File: config.mk
export PLATFORM = sky130hd
export DESIGN_NAME = reg_file_flat
export DESIGN_NICKNAME = d
export VERILOG_FILES = /design/src/rtl/reg_file_pkg.sv /design/src/rtl/reg_file_if.sv /design/src/rtl/reg_file_read_port.sv /design/src/rtl/reg_file.sv /design/src/flat_wrapper.sv
export SDC_FILE = /design/constraint.sdc
export NUM_CORES = 1
export LEC_CHECK = 0
export CAP_MARGIN = 20
export CORE_MARGIN = 4
export CORE_UTILIZATION = 56
export CTS_CLUSTER_SIZE = 8
export DETAILED_ROUTE_END_ITERATION = 6
export PLACE_DENSITY = 0.75
export REMOVE_ABC_BUFFERS = 1
export SETUP_SLACK_MARGIN = 0.5
export SLEW_MARGIN = 10
export SYNTH_ARGS = -nofsm -noshare
export SYNTH_HDL_FRONTEND = slang
export SYNTH_SLANG_ARGS = --single-unit
File: constraint.sdc
create_clock -name clk -period 3.1 [get_ports clk]
set_input_delay 0.93 -clock clk [delete_from_list [all_inputs] [get_ports clk]]
set_output_delay 0.93 -clock clk [all_outputs]
set_load 0.05 [all_outputs]
File: src/rtl/reg_file_pkg.sv
// Shared register-file constants and types; the control unit imports the same
// package for its select ports.
package regfile_pkg;
   localparam int DATA_W   = 16;
   localparam int SEL_W    = 3;
   localparam int NUM_REGS = 8;

   typedef logic [SEL_W-1:0]  reg_idx_t;
   typedef logic [DATA_W-1:0] word_t;
endpackage

File: src/rtl/reg_file_if.sv
// Register-select bus between the control unit (master) and the register file (slave).
// Selects and write controls are sampled on every rising clk edge; there is no
// handshake, so a write or read happens on every edge its controls are presented.
interface reg_file_if
   import regfile_pkg::*;
#(
   parameter int DATA_W = regfile_pkg::DATA_W,
   parameter int SEL_W  = regfile_pkg::SEL_W
) ();
   logic [SEL_W-1:0]  reg_sel_r0;
   logic [SEL_W-1:0]  reg_sel_r1;
   logic [SEL_W-1:0]  reg_sel_w0;
   logic              reg_w0_rw;
   logic [DATA_W-1:0] w0_data;
   logic [DATA_W-1:0] r0_data;
   logic [DATA_W-1:0] r1_data;
   logic [SEL_W-1:0]  dbg_sel;
   logic [DATA_W-1:0] dbg_data;

   modport master (
      output reg_sel_r0, reg_sel_r1, reg_sel_w0, reg_w0_rw, w0_data, dbg_sel,
      input  r0_data, r1_data, dbg_data
   );

   modport slave (
      input  reg_sel_r0, reg_sel_r1, reg_sel_w0, reg_w0_rw, w0_data, dbg_sel,
      output r0_data, r1_data, dbg_data
   );
endinterface

File: src/rtl/reg_file_read_port.sv
// One registered read port: storage mux, write-to-read bypass, register-0 masking
// and the output register.
module reg_file_read_port
   import regfile_pkg::*;
#(
   parameter int DATA_W   = regfile_pkg::DATA_W,
   parameter int NUM_REGS = regfile_pkg::NUM_REGS,
   parameter int SEL_W    = regfile_pkg::SEL_W,
   parameter bit ZERO_REG = 1'b0
) (
   input  logic              clk,
   input  logic              rst,
   input  logic [DATA_W-1:0] mem [NUM_REGS],
   input  logic [SEL_W-1:0]  rd_sel,
   input  logic              wr_en,
   input  logic [SEL_W-1:0]  wr_sel,
   input  logic [DATA_W-1:0] wr_data,
   output logic [DATA_W-1:0] rd_data
);
   logic [DATA_W-1:0] rd_next;

   // Masking wins over bypass so a discarded write to register 0 never leaks out.
   always_comb begin
      rd_next = '0;
      if (ZERO_REG && rd_sel == '0) begin
         rd_next = '0;
      end else if (wr_en && wr_sel == rd_sel) begin
         rd_next = wr_data;
      end else begin
         rd_next = mem[rd_sel];
      end
   end

   always_ff @(posedge clk) begin
      if (rst) begin
         rd_data <= '0;
      end else begin
         rd_data <= rd_next;
      end
   end
endmodule

File: src/rtl/reg_file.sv
// Register file: two registered read ports with write bypass, one synchronous
// write port and a combinational debug peek into storage.
module reg_file
   import regfile_pkg::*;
#(
   parameter int DATA_W   = regfile_pkg::DATA_W,
   parameter int NUM_REGS = regfile_pkg::NUM_REGS,
   parameter int SEL_W    = regfile_pkg::SEL_W,
   parameter bit ZERO_REG = 1'b0
) (
   input logic       clk,
   input logic       rst,
   reg_file_if.slave bus
);
   if (NUM_REGS != 2 ** SEL_W) begin : g_bad_size
      $error("reg_file: NUM_REGS must equal 2**SEL_W");
   end

   logic [DATA_W-1:0] mem [NUM_REGS];
   logic              wr_ok;
   logic [DATA_W-1:0] dbg_word;

   assign wr_ok = bus.reg_w0_rw && !(ZERO_REG && bus.reg_sel_w0 == '0);

   always_ff @(posedge clk) begin
      if (rst) begin
         for (int i = 0; i < NUM_REGS; i++) begin
            mem[i] <= '0;
         end
      end else if (wr_ok) begin
         mem[bus.reg_sel_w0] <= bus.w0_data;
      end
   end

   reg_file_read_port #(
      .DATA_W(DATA_W), .NUM_REGS(NUM_REGS), .SEL_W(SEL_W), .ZERO_REG(ZERO_REG)
   ) u_r0 (
      .clk     (clk),
      .rst     (rst),
      .mem     (mem),
      .rd_sel  (bus.reg_sel_r0),
      .wr_en   (bus.reg_w0_rw),
      .wr_sel  (bus.reg_sel_w0),
      .wr_data (bus.w0_data),
      .rd_data (bus.r0_data)
   );

   reg_file_read_port #(
      .DATA_W(DATA_W), .NUM_REGS(NUM_REGS), .SEL_W(SEL_W), .ZERO_REG(ZERO_REG)
   ) u_r1 (
      .clk     (clk),
      .rst     (rst),
      .mem     (mem),
      .rd_sel  (bus.reg_sel_r1),
      .wr_en   (bus.reg_w0_rw),
      .wr_sel  (bus.reg_sel_w0),
      .wr_data (bus.w0_data),
      .rd_data (bus.r1_data)
   );

   // Debug peek shows storage only, never the in-flight write.
   always_comb begin
      dbg_word = mem[bus.dbg_sel];
      if (ZERO_REG && bus.dbg_sel == '0) begin
         dbg_word = '0;
      end
   end

   assign bus.dbg_data = dbg_word;
endmodule

File: src/flat_wrapper.sv
// flat-port wrapper written by rule: the top's interface ports become plain ports
module reg_file_flat import regfile_pkg::*;
#(
   parameter int DATA_W   = regfile_pkg::DATA_W,
   parameter int NUM_REGS = regfile_pkg::NUM_REGS,
   parameter int SEL_W    = regfile_pkg::SEL_W,
   parameter bit ZERO_REG = 1'b0
)
  (clk, rst, bus_reg_sel_r0, bus_reg_sel_r1, bus_reg_sel_w0, bus_reg_w0_rw, bus_w0_data, bus_dbg_sel, bus_r0_data, bus_r1_data, bus_dbg_data);
  reg_file_if #(.DATA_W(DATA_W), .SEL_W(SEL_W)) bus_i ();
  input logic clk;
  input logic rst;
  input wire logic [$bits(bus_i.reg_sel_r0)-1:0] bus_reg_sel_r0;
  input wire logic [$bits(bus_i.reg_sel_r1)-1:0] bus_reg_sel_r1;
  input wire logic [$bits(bus_i.reg_sel_w0)-1:0] bus_reg_sel_w0;
  input wire logic [$bits(bus_i.reg_w0_rw)-1:0] bus_reg_w0_rw;
  input wire logic [$bits(bus_i.w0_data)-1:0] bus_w0_data;
  input wire logic [$bits(bus_i.dbg_sel)-1:0] bus_dbg_sel;
  output wire logic [$bits(bus_i.r0_data)-1:0] bus_r0_data;
  output wire logic [$bits(bus_i.r1_data)-1:0] bus_r1_data;
  output wire logic [$bits(bus_i.dbg_data)-1:0] bus_dbg_data;
  assign bus_i.reg_sel_r0 = bus_reg_sel_r0;
  assign bus_i.reg_sel_r1 = bus_reg_sel_r1;
  assign bus_i.reg_sel_w0 = bus_reg_sel_w0;
  assign bus_i.reg_w0_rw = bus_reg_w0_rw;
  assign bus_i.w0_data = bus_w0_data;
  assign bus_i.dbg_sel = bus_dbg_sel;
  assign bus_r0_data = bus_i.r0_data;
  assign bus_r1_data = bus_i.r1_data;
  assign bus_dbg_data = bus_i.dbg_data;
  reg_file #(.DATA_W(DATA_W), .NUM_REGS(NUM_REGS), .SEL_W(SEL_W), .ZERO_REG(ZERO_REG)) u_core (.clk(clk), .rst(rst), .bus(bus_i));
endmodule
* After elaboration in Yosys (flattened, before gate mapping)
Index checks and enable logic that the tools add are counted.
** Storage, ports and cells
- Register bits :: 160
- Word-level logic and storage cells :: 38
** Operators by class
- $lt $le $gt $ge :: 5
- Equal/unequal tests :: 2
- Muxes and demuxes :: 14
- Bitwise operators :: 4
- Reduce and logical (&&, ||, !) cells :: 3
** Operators by type and width (number)
- binary-select mux 16 bit (select 3 bit) :: 3
- 2-to-1 mux 16 bit :: 9
- bitwise mux 128 bit :: 1
- demux 16 bit (select 3 bit) :: 1
- >= comparator 4 bit (second input constant) :: 4
- NOT 3 -> 4 bit :: 4
- equality test 3 bit :: 2
- less-than comparator 4 x 1 -> 1 bit (second input constant) :: 1
- logical AND 1 bit :: 3

* Depth between registers and ports, before layout
Gate-level depths: netlist of run 1.
- Depth after elaboration :: 6
- Mapped depth :: 7
- Depth with buffers taken out :: 4

* Hierarchy
A second synthesis of run 1 with hierarchy kept.
** Unflattened totals
- Cell total of the unflattened synthesis :: 947
- Area total of the unflattened synthesis :: 8797.2 um^2
** Modules (own cells, without submodules)
- reg_file :: times used 1, cells an instance 647, area an instance 5644.2 um^2, seq. area each 2562.5 um^2
- reg_file_read_port :: times used 2, cells an instance 150, area an instance 1576.5 um^2, seq. area each 320.3 um^2

* Worst setup path after synthesis of run 1
OpenSTA, ideal clock, no wires.
- Kind :: input to output
- From :: in bus_dbg_sel[0]
- To :: out bus_dbg_data[0]
- Arrival :: 2184 ps
- Required time :: 2170 ps
- Setup slack :: -14 ps
- Stages :: 4
- Cells stage by stage :: buf_2 > buf_4 > mux4_2 > mux2_2
** Between the ends
- Word-level cells in the longest chain between the ends :: 4
** RTL lines
- start, declared :: RTL line flat_wrapper.sv:18 : input wire logic [$bits(bus_i.dbg_sel)-1:0] bus_dbg_sel;
- NOT 3 -> 4 bit (not written as such) :: RTL line reg_file.sv:63 : dbg_word = mem[bus.dbg_sel];
- binary-select mux 16 bit (select 3 bit) :: RTL line reg_file.sv:63
- 2-to-1 mux 16 bit (not written as such) (2 in series) :: RTL line reg_file.sv:63
- end, declared :: RTL line flat_wrapper.sv:21 : output wire logic [$bits(bus_i.dbg_data)-1:0] bus_dbg_data;
Every way passes these cells. The select of a mux whose other input is x is not followed.

* Worst setup path in the final report of run 1
- From :: in bus_dbg_sel[0]
- To :: out bus_dbg_data[7]
The elaborated chain is that of the path after synthesis.

==> results of run 1 <==
[flip-flops by register name (all words and copies together), names as in the netlist]
signal,cells
u_core.u_r1.rd_data,16
u_core.mem,128
u_core.u_r0.rd_data,16
[final cells by class]
| type | instances | area (sq um) | area share |
|---|---|---|---|
| Multi-Input combinational cell | 691 | 4990 | 0.471 |
| Sequential cell | 160 | 3200 | 0.302 |
| Clock inverter | 10 | 88.8 | 0.00839 |
| Tap cell | 188 | 235 | 0.0222 |
| Clock buffer | 22 | 444 | 0.0419 |
| Timing Repair Buffer | 149 | 1630 | 0.154 |
[per-layer routing]
layer / up-vias / routed length (um) / GRT usage
li1: 3529 / - / -
met1: 3901 / 10900 / 0.426
met2: 577 / 13000 / 0.500
met3: 136 / 3600 / 0.115
met4: 0 / 1470 / 0.167
met5: - / 0 / 0
[final timing paths]
| kind | slack [ps] | start | endpoint | depth (start not counted) |
|---|---|---|---|---|
| setup / recovery | -10 | bus_dbg_sel[0] | bus_dbg_data[7] | 5 |
| hold / removal | 480 | u_core.mem[39] | u_core.mem[39] | 2 |
| setup reg to reg | 1710 | u_core.mem[47] | u_core.u_r0.rd_data[15] | 3 |
| hold reg to reg | 480 | u_core.mem[39] | u_core.mem[39] | 2 |
[tightest hold or removal path: stages, from the launching register on]
cell	delay, ps
sky130_fd_sc_hd__dfxtp_1	320
sky130_fd_sc_hd__nand2_1	60
sky130_fd_sc_hd__a21oi_1	50
[power groups by stage]
stage	Sequential (mW)	Combinational [mW]	Clock [mW]
detailed placement	2.19	0.675	0
CTS	2.15	0.726	1.95
global route	2.15	0.774	2.05
finish	2.15	0.744	1.95
global placement	2.19	0.669	0
floorplan	2.24	0.246	0
[logic make-up after synthesis]
logic type                after synthesis  synth area share
DFF                                   160             0.371
and+or+nand+nor                       351             0.168
AOI/OAI and AO/OA                     190             0.124
buffers and inverters                  93            0.0582
muxes                                 144             0.274
xor gates and xnor gates                6           0.00608
[cells in the final DEF (no fill, tap or decap), types with 2 or more instances in the layout]
master,Yosys,layout
sky130_fd_sc_hd__nor2_2,6,6
sky130_fd_sc_hd__mux4_2,45,45
sky130_fd_sc_hd__buf_4,21,55
sky130_fd_sc_hd__a21oi_1,128,128
sky130_fd_sc_hd__and4_1,2,2
sky130_fd_sc_hd__xnor2_1,6,6
sky130_fd_sc_hd__clkbuf_16,0,17
sky130_fd_sc_hd__nor3_1,30,30
sky130_fd_sc_hd__mux2_4,0,14
sky130_fd_sc_hd__nand2b_1,3,3
sky130_fd_sc_hd__mux4_1,21,21
sky130_fd_sc_hd__o22ai_1,30,30
sky130_fd_sc_hd__clkdlybuf4s50_1,0,56
sky130_fd_sc_hd__buf_8,0,11
sky130_fd_sc_hd__mux2_2,16,2
sky130_fd_sc_hd__dfxtp_1,160,160
sky130_fd_sc_hd__clkbuf_1,43,5
sky130_fd_sc_hd__bufbuf_16,0,2
sky130_fd_sc_hd__nor2_1,33,33
sky130_fd_sc_hd__buf_6,2,6
sky130_fd_sc_hd__clkinv_2,0,4
sky130_fd_sc_hd__mux2i_1,62,62
sky130_fd_sc_hd__nand2_1,260,260
sky130_fd_sc_hd__clkinvlp_4,0,4
sky130_fd_sc_hd__buf_12,2,13
sky130_fd_sc_hd__nand4_1,3,3
sky130_fd_sc_hd__a211oi_1,32,32
sky130_fd_sc_hd__nor2b_1,2,2
sky130_fd_sc_hd__buf_2,21,2
sky130_fd_sc_hd__buf_16,0,3
sky130_fd_sc_hd__or2_1,2,2
sky130_fd_sc_hd__nand3_1,4,4
[stage by stage]
| stage | hold WS (ps) | cells | util | area (sq um) | power, mW |
|---|---|---|---|---|---|
| after CTS | 479 | 1220 | 0.699 | 10600 | 4.83 |
| after global placement | 463 | 1183 | 0.643 | 9740 | 2.86 |
| after detailed placement | 471 | 1183 | 0.643 | 9740 | 2.87 |
| final | 481 | 1220 | 0.699 | 10600 | 4.85 |
| after floorplan | 444 | 851 | - | 8140 | 2.49 |
| after global routing | 503 | 1220 | 0.699 | 10600 | 4.98 |
[what timing repair did]
| item | in CTS | in global routing |
|---|---|---|
| pin swaps | 0 | 0 |
| gates cloned | 5 | 0 |
| buffers inserted | 0 | 0 |
| resized for setup | 53 | 3 |
| setup endpoints to repair | 16 | 16 |
==> flow_metrics.tcl, run 1 <==
set metrics [dict create \
    run_status "finished with violations" \
    failed_checks "negative setup slack" \
    global_route.overflow_total 0 \
    grt_start_max_net_pins 60 \
    netlist_instances 944 \
    clk_transition_reported_paths_ps 60 \
    drt_drc_violations_left 0 \
    antenna-diode-count 0 \
    cts-htree-levels 4 \
    peakVddDrop_mv 0.547 \
    core.rowCount 45 \
    clock_insertion_delay_worst_skew_ps 440 \
    cp_common_cell "sky130_fd_sc_hd__buf_12" \
    cp_data_arrival_time_ps 2180 \
    post-route-period-util 1.00 \
    critical_path_peak_fanout 7 \
    timing.final.max_slew_violations 0 \
    wl_per_cell_um 23.7 \
    core_region_area_sq_um 15100 \
    worst_rel_slew_slack 0.660 \
    yosys.cell_count.top_type "sky130_fd_sc_hd__nand2_1" \
    power.share.combinational 0.153 \
    setup-violations-final 3 \
    share_of_async_settable_or_async_resettable_flops_after_synthesis 0 \
    critical_path.slowest_cell "sky130_fd_sc_hd__mux4_2" \
    timing.critical_path.max_delay_family "multiplexers" \
    synth.top_cell.area_share 0.371 \
    critical-path-max-stage-delay_ps 500 \
    die-area_sq_um 17500 \
    endpoint_kind "output pin" \
    p_switching_mw 1.34 \
    synth_enable_flop_cells 0 \
    ios 79 \
    timing.final.ws_setup_ps -10.4 \
    worst-endpoint-required_ps 2170 \
    detail_route.first_pass.iterations 7 \
    number_of_hold_buffers_added_after_cts 0 \
    synth.lib_cells_used.distinct 32 \
    post_synth_most_frequent_cells "260 x sky130_fd_sc_hd__nand2_1, 160 x sky130_fd_sc_hd__dfxtp_1, 128 x sky130_fd_sc_hd__a21oi_1" \
    drt_first_iter_violations 1212 \
    synth.largest_area_cell "sky130_fd_sc_hd__dfxtp_1" \
    timing_worst_setup_path_type "input pin to output pin" \
    post_synth_instance_area_sq_um 8640 \
    synth_sequential_area_ratio 0.371 \
    antenna_found_initial 0 \
    seq_power_share 0.443 \
    tightest_slew_ps 508 \
    routed-via-count 8143 \
    tritoncts "yes" \
    drt.antenna.violating_nets 0 \
    clock-skew-final_ps 7.29 \
    yosysWarningCount 0 \
    setup_total_negative_slack_ps -16.8 \
    post_route_cells_drive_above_1_share 0.185 \
    die-width_um 132 \
    area_growth_syn_to_layout_pct 22.6 \
    fmaxAchievable_mhz 322 \
    power_report.internal_total_mw 3.51 \
    power.density_cell_area_nw_per_um2 458 \
    portBuffers 78 \
    gp_congestion 0.879 \
    max_cap_viol_count 0 \
    clock_root_buffer "sky130_fd_sc_hd__clkbuf_16" \
    detailedPlacementHpwl_um 17600 \
    path_buf_inv 3 \
    hold_path_class "flip-flop to flip-flop" \
    critical_path.startpoint_type "input pin" \
    dpl_worst_slack_ps -325 \
    ys_seq_elements 160 \
    hold_viol 0 \
    first_pass_grt_wire_length_um 44500 \
    layout.filler_cells 1121 \
    vias_per_cell 6.67 \
    finalWorstPathRequiredPeriod_ps 3110 \
    fin_nets 1050 \
    synth.top_cells.by_area "sky130_fd_sc_hd__dfxtp_1 37%, sky130_fd_sc_hd__mux4_2 12%, sky130_fd_sc_hd__nand2_1 11%, sky130_fd_sc_hd__a21oi_1 7.4%, sky130_fd_sc_hd__mux2i_1 7.2%" \
    grt_use_total 0.332 \
    timing.critical_path.cells "buf_12 -> buf_12 -> mux4_2 -> mux2_4 -> buf_6" \
    p_leak_nw 3.88 \
    detail_route.wirelength_um 28900 \
    max-clock-path-buffers 2 \
    switching_share 0.276 \
    postSynth.topFlopCell "sky130_fd_sc_hd__dfxtp_1" \
    syn-mean-instance-area_sq_um 9.16 \
    vias_in_the_first_global_route 7748 \
    cts-buffers-inserted 17 \
    cts.sinks 160 \
    initial_utilization 0.571 \
    power_frac_clock 0.403 \
    setup_repair_after_global_routing_missed_its_margin "yes" \
    height_of_the_die_um 132 \
]
Power figures use the tool's default switching activity.
==> run 2: changes to the inputs <==
Settings changed: CTS_CLUSTER_SIZE 8 to 30.
==> results of run 2 <==
Final layout, timing and power as in run 1 (identical DEF).
==> variant 1, RTL diff (settings of run 1) <==
Reset style: asynchronous (`rst`), changed in 2 clocked blocks.
--- a/src/rtl/reg_file_read_port.sv
+++ b/src/rtl/reg_file_read_port.sv
@@ -31,7 +31,7 @@
       end
    end
 
-   always_ff @(posedge clk) begin
+   always_ff @(posedge clk or posedge rst) begin
       if (rst) begin
          rd_data <= '0;
       end else begin
--- a/src/rtl/reg_file.sv
+++ b/src/rtl/reg_file.sv
@@ -22,7 +22,7 @@
 
    assign wr_ok = bus.reg_w0_rw && !(ZERO_REG && bus.reg_sel_w0 == '0);
 
-   always_ff @(posedge clk) begin
+   always_ff @(posedge clk or posedge rst) begin
       if (rst) begin
          for (int i = 0; i < NUM_REGS; i++) begin
             mem[i] <= '0;
Formal check against the unedited RTL: differs if rst is asserted again (counterexample within 4 cycles, from zero or initial values and one cycle with rst high); with rst held inactive, the same outputs for 4 cycles.
==> variant 1 against run 1 <==
Core utilization grew 0.48 points. The flow still finishes with violations (negative setup slack). Synthesized area increased by 7.3%. Non-clock buffer count down 36. Worst setup slack worse by 0.021 ns. Critical path depth did not move. Design area is 6.7% higher. Sequential cell count unchanged. Wire length decreased by 18%.
Power is not compared: it rests on default switching activity, and its combinational part moved more than twofold at a synthesized area within 25%.
==> variant 1: results (changes against run 1) <==
Status
  – Status: complete, but fails checks
  – Failing checks: negative setup slack

Global route
  – Vias in the first global route: 5899 (-24%)
  – GR met1 Demand/Resource: 0.371 (-0.0547)
  – Met3 Use GR: 0.0500 (-0.0649)
  – Met2 usage: 0.450 (-0.0504)
  – All-layer global routing usage: 0.270 (-0.0617)
  – Largest net degree at the start of global routing: 76 (+27%)
  – First-pass GRT wire length: 36300 µm (-18%)

Clocking
  – CTS hold repair buffers: 0 (unchanged)
  – CTS Buf Count: 17 (unchanged)

Placement
  – Post-DP HPWL: 13000 µm (-26%)
  – Routability cong.: 0.762 (-13%)
  – PortBufs: 78 (unchanged)

Drt
  – M1 wire length: 9720 µm (-11%)
  – DR iter-0 viols: 358 (-70%)
  – WL final: 23600 µm (-18%)
  – Top routing layer used: met4
  – Met2 routed WL: 11900 µm (-8.0%)
  – Drt first pass iters: 5 (-2)
  – Met3 wire len: 1620 µm (-55%)
  – Vias post-DR: 5586 (-31%)

Synthesis
  – Synth warn: 0 (unchanged)
  – Synth Area in Compound Gates: 0 (-0.124)
  – Dominant synthesized flop cell: dfrtp_1
  – Post-Synth XOR/XNOR Area: 0.00566 (-0.000415)
  – Area contributors post-synth: dfrtp_1, mux2_2, mux4_1, mux4_2, mux2_4
  – Register area share after synthesis: 0.432 (+0.0610)
  – Async S/R FF share, synth: 1.00 (+1.00)
  – Unique masters post-synth: 18 (-44%)
  – Post-synthesis mux area share: 0.516 (+0.242)
  – Commonest cells in the netlist: mux2_2, dfrtp_1, mux4_1, mux4_2, buf_1
  – Synth Area in Adders: 0 (unchanged)

Timing
  – Worst-Margin Slew: 0.507 ns (-0.00158 ns)
  – Clock skew: 0.0137 ns (+0.00644 ns)
  – Setup Viol. Count Final: 13 (+10)
  – Post-route setup slack: -0.0312 ns (-0.0209 ns)
  – Hold WS: 0.549 ns (+0.0673 ns)

Cells and area
  – Final net count: 646 (-38%)
  – Layout cells sized above 1: 0.518 (+0.333)
  – Biggest regs: u_core.mem x128, u_core.u_r0.rd_data x16, u_core.u_r1.rd_data x16

Worst setup path
  – Crit path DAT: 2.20 ns (+0.02 ns)
  – Max FO, Critical Path: 7 (unchanged)
  – R2r setup slk: 1.47 ns (-0.24 ns)
  – Slowest-stage cell, CP: mux4_2
==> variant 1: cell count changes in the layout (fill, tap and decap cells not counted), moves of 43 or more <==
cell	delta
mux4_1	+43
dfxtp_1	-160
nand2_1	-259
mux2i_1	-62
dfrtp_1	+160
mux2_2	+180
a21oi_1	-128
==> variant 1: cell type report <==
type                            instances  area [µm²]
Multi-Input combinational cell        322        4990
Fill cell                            1026        4750
Sequential cell                       160        4000
Timing Repair Buffer                  113        1460
Clock buffer                           24         462
Tap cell                              216         270
Clock inverter                          7         110
Inverter                                1        8.76
==> variant 1: worst paths after layout <==
path / start / endpoint / cells past startpoint
setup / recovery: bus_dbg_sel[0] / bus_dbg_data[10] / 5
hold / removal: u_core.mem[102]$_DFFE_PP0P_ / u_core.mem[102]$_DFFE_PP0P_ / 1
setup reg to reg: u_core.mem[98]$_DFFE_PP0P_ / u_core.u_r0.rd_data[2]$_DFF_PP0_ / 3
hold reg to reg: u_core.mem[102]$_DFFE_PP0P_ / u_core.mem[102]$_DFFE_PP0P_ / 1
max in group asynchronous: rst / u_core.u_r0.rd_data[9]$_DFF_PP0_ / 3
min in group asynchronous: rst / u_core.u_r1.rd_data[7]$_DFF_PP0_ / 2
==> variant 1: stage by stage <==
stage	cell area, µm²	instances	util	TNS, ns	setup slack, ns
final	11300	843	0.704	-0.171	-0.0312
after global routing	11300	843	0.704	-0.580	-0.0611
after CTS	11300	843	0.703	-0.174	-0.0425
after detailed placement	10400	805	0.645	-5.21	-0.339
after global placement	10400	805	0.645	-5.17	-0.338
after floorplan	8950	483	-	-343.99	-2.15
==> variant 1: worst register-to-register path: cells and delay by family, from the launching register on <==
kind	cells	cell delay (ns)
DFF	1	0.43
muxes	3	1.07
==> variant 2, RTL diff (settings of run 1) <==
Without the edit above. Change the package constant `DATA_W` from 16 to 24.
--- a/src/rtl/reg_file_pkg.sv
+++ b/src/rtl/reg_file_pkg.sv
@@ -1,7 +1,7 @@
 // Shared register-file constants and types; the control unit imports the same
 // package for its select ports.
 package regfile_pkg;
-   localparam int DATA_W   = 16;
+   localparam int DATA_W   = 24;
    localparam int SEL_W    = 3;
    localparam int NUM_REGS = 8;
 
Interface: changed (resized bus_dbg_data, bus_r0_data, bus_r1_data and bus_w0_data); port bits go from 79 to 111. No check against the original RTL was run, so the function may have changed too.
==> variant 2 against run 1 <==
Clock power grew 68%. Synthesized area grew 48%. Total power grew 57%. Wire length grew 47%. Core utilization shrank 0.58 points. Design area grew 48%. Worst hold slack gained 0.0016 ns. Critical endpoint is now bus_dbg_data[3]. Sequential cell count grew 80. The flow still finishes with violations (negative setup slack). Clock skew grew 0.0084 ns. Global-route usage shrank 0.99 points. Combinational power grew 45%. Worst setup slack lost 0.088 ns.
==> variant 2: results (changes against run 1) <==
Status
  – Status: complete, but fails checks
  – Failing checks: negative setup slack

Clocking
  – Clock-pin slew on the worst setup and hold paths: 0.04 ns (-0.02 ns)
  – CTS sink cnt: 240 (+50%)
  – Max Buffers Root-to-Sink: 3 (+1)
  – H-tree depth: 2 (-2)
  – CTS Buf Count: 35 (+18)
  – Clk_lat worst skew: 0.51 ns (+0.07 ns)
  – Root buffer cell: clkbuf_16

Placement
  – Placed Area: 14500 µm² (+48%)
  – PortBufs: 110 (+41%)
  – Routability cong.: 0.870 (-1.0%)
  – Post-DP HPWL: 26100 µm (+49%)
  – Place WS: -0.139 ns (+0.185 ns)
  – Inst Count DP: 1730 (+46%)

Drt
  – Drt first pass iters: 6 (-1)
  – Vias per inst: 6.71 (+0.50%)
  – Drt wl/cell: 24.0 µm (+1.1%)
  – Met2 routed WL: 19300 µm (+49%)
  – DR iter-0 viols: 1527 (+26%)
  – Met3 wire len: 5710 µm (+58%)
  – Routed Antenna Nets: 0 (unchanged)
  – M1 wire length: 15000 µm (+37%)

Global route
  – Met2 usage: 0.512 (+0.0120)
  – Largest net degree at the start of global routing: 71 (+18%)
  – Vias in the first global route: 11680 (+51%)
  – All-layer global routing usage: 0.322 (-0.00988)
  – Initial antenna violation count: 0 (unchanged)
  – First-pass GRT wire length: 65200 µm (+46%)
  – Met3 Use GR: 0.0914 (-0.0235)
  – GR met1 Demand/Resource: 0.398 (-0.0280)

Synthesis
  – Commonest cells in the netlist: nand2_1, dfxtp_1, a21oi_1, mux2i_1, mux4_2
  – Area contributors post-synth: dfxtp_1, mux4_2, nand2_1, a21oi_1, mux2i_1
  – Mapped Cells: 1407 (+49%)
  – Post-synthesis mux area share: 0.270 (-0.00401)
  – Post-Synth XOR/XNOR Area: 0.00410 (-0.00198)
  – Unique masters post-synth: 32 (unchanged)
  – Synth Area in Compound Gates: 0.128 (+0.00440)
  – Register area share after synthesis: 0.375 (+0.00442)

Cells and area
  – Final net count: 1528 (+46%)
  – Layout cells sized above 1: 0.189 (+0.00377)
  – Biggest regs: u_core.mem x192, u_core.u_r0.rd_data x24, u_core.u_r1.rd_data x24
  – Ant. Diodes: 0 (unchanged)
  – Fin cells: 1773 (+45%)
  – # fillers: 1665 (+49%)
  – Syn-to-layout area delta: 22.2%

Worst setup path
  – CP peak stage delay: 0.52 ns (+0.02 ns)
  – Max FO, Critical Path: 8 (+1)
  – Delay-heaviest family, CP: multiplexers
  – Crit path DAT: 2.27 ns (+0.09 ns)
  – R2r setup slk: 1.69 ns (-0.02 ns)

Timing
  – Clock skew: 0.0157 ns (+0.00837 ns)
  – TNS Setup: -1.48 ns (-1.47 ns)
  – Hold WS: 0.483 ns (+0.00164 ns)
  – Post-route setup slack: -0.0986 ns (-0.0883 ns)
  – Setup Viol. Count Final: 24 (+21)
  – Worst-Margin Slew: 0.557 ns (+0.0490 ns)

Min path
  – HP Class: reg -> reg

Pwr
  – Pleak: 5.56 nW (+43%)
  – VDD IR max: 387 µV (-29%)
==> variant 2: cell count changes in the layout (fill, tap and decap cells not counted), moves of 13 or more <==
cell	change
nand2_1	+128
dfxtp_1	+80
a21oi_1	+64
mux4_2	+43
mux2i_1	+32
buf_12	+24
clkdlybuf4s50_1	+22
clkbuf_16	+19
nor2_1	+16
o22ai_1	+15
nor3_1	+13
==> variant 2: logic make-up after synthesis <==
logic type | count (synthesis)
xor gates and xnor gates | 6
muxes | 216
DFF | 240
buffers and inverters | 148
and+or+nand+nor | 511
AOI/OAI and AO/OA | 286
==> variant 2: path summary, 6_finish.rpt <==
path                                                    from                           endpoint  depth (start not counted)
worst min-delay path              u_core.mem[2]$_SDFFE_PP0P_         u_core.mem[2]$_SDFFE_PP0P_                          2
worst min register to register    u_core.mem[2]$_SDFFE_PP0P_         u_core.mem[2]$_SDFFE_PP0P_                          2
worst max-delay path                          bus_dbg_sel[0]                    bus_dbg_data[3]                          5
worst max register to register  u_core.mem[100]$_SDFFE_PP0P_  u_core.u_r0.rd_data[4]$_SDFF_PP0_                          3
==> variant 2: cell type report <==
cell class                 instances  share of cell area
sequential                       240               0.307
multi-input combinational       1019               0.468
clock inverter                     1            0.000559
tap                              285              0.0228
clock buffer                      35              0.0559
timing repair buffer             193               0.146
==> variant 2: report_power, final <==
group	switching (mW)	total, mW	internal (mW)	leakage [nW]
combinational	0.647	1.08	0.433	3.18
clock	1.31	3.28	1.98	0.436
sequential	0.0639	3.23	3.17	1.94
==> variant 2: tightest hold or removal path, stage by stage (launching register included) <==
cell and delay, ns:
dfxtp_1 0.32, nand2_1 0.06, a21oi_1 0.05
==> variant 2: timing repair <==
action / in CTS / in global routing
cloned: 6 / 1
setup endpoints to repair: 24 / 24
pin swaps: 0 / 0
resized for setup: 17 / 18
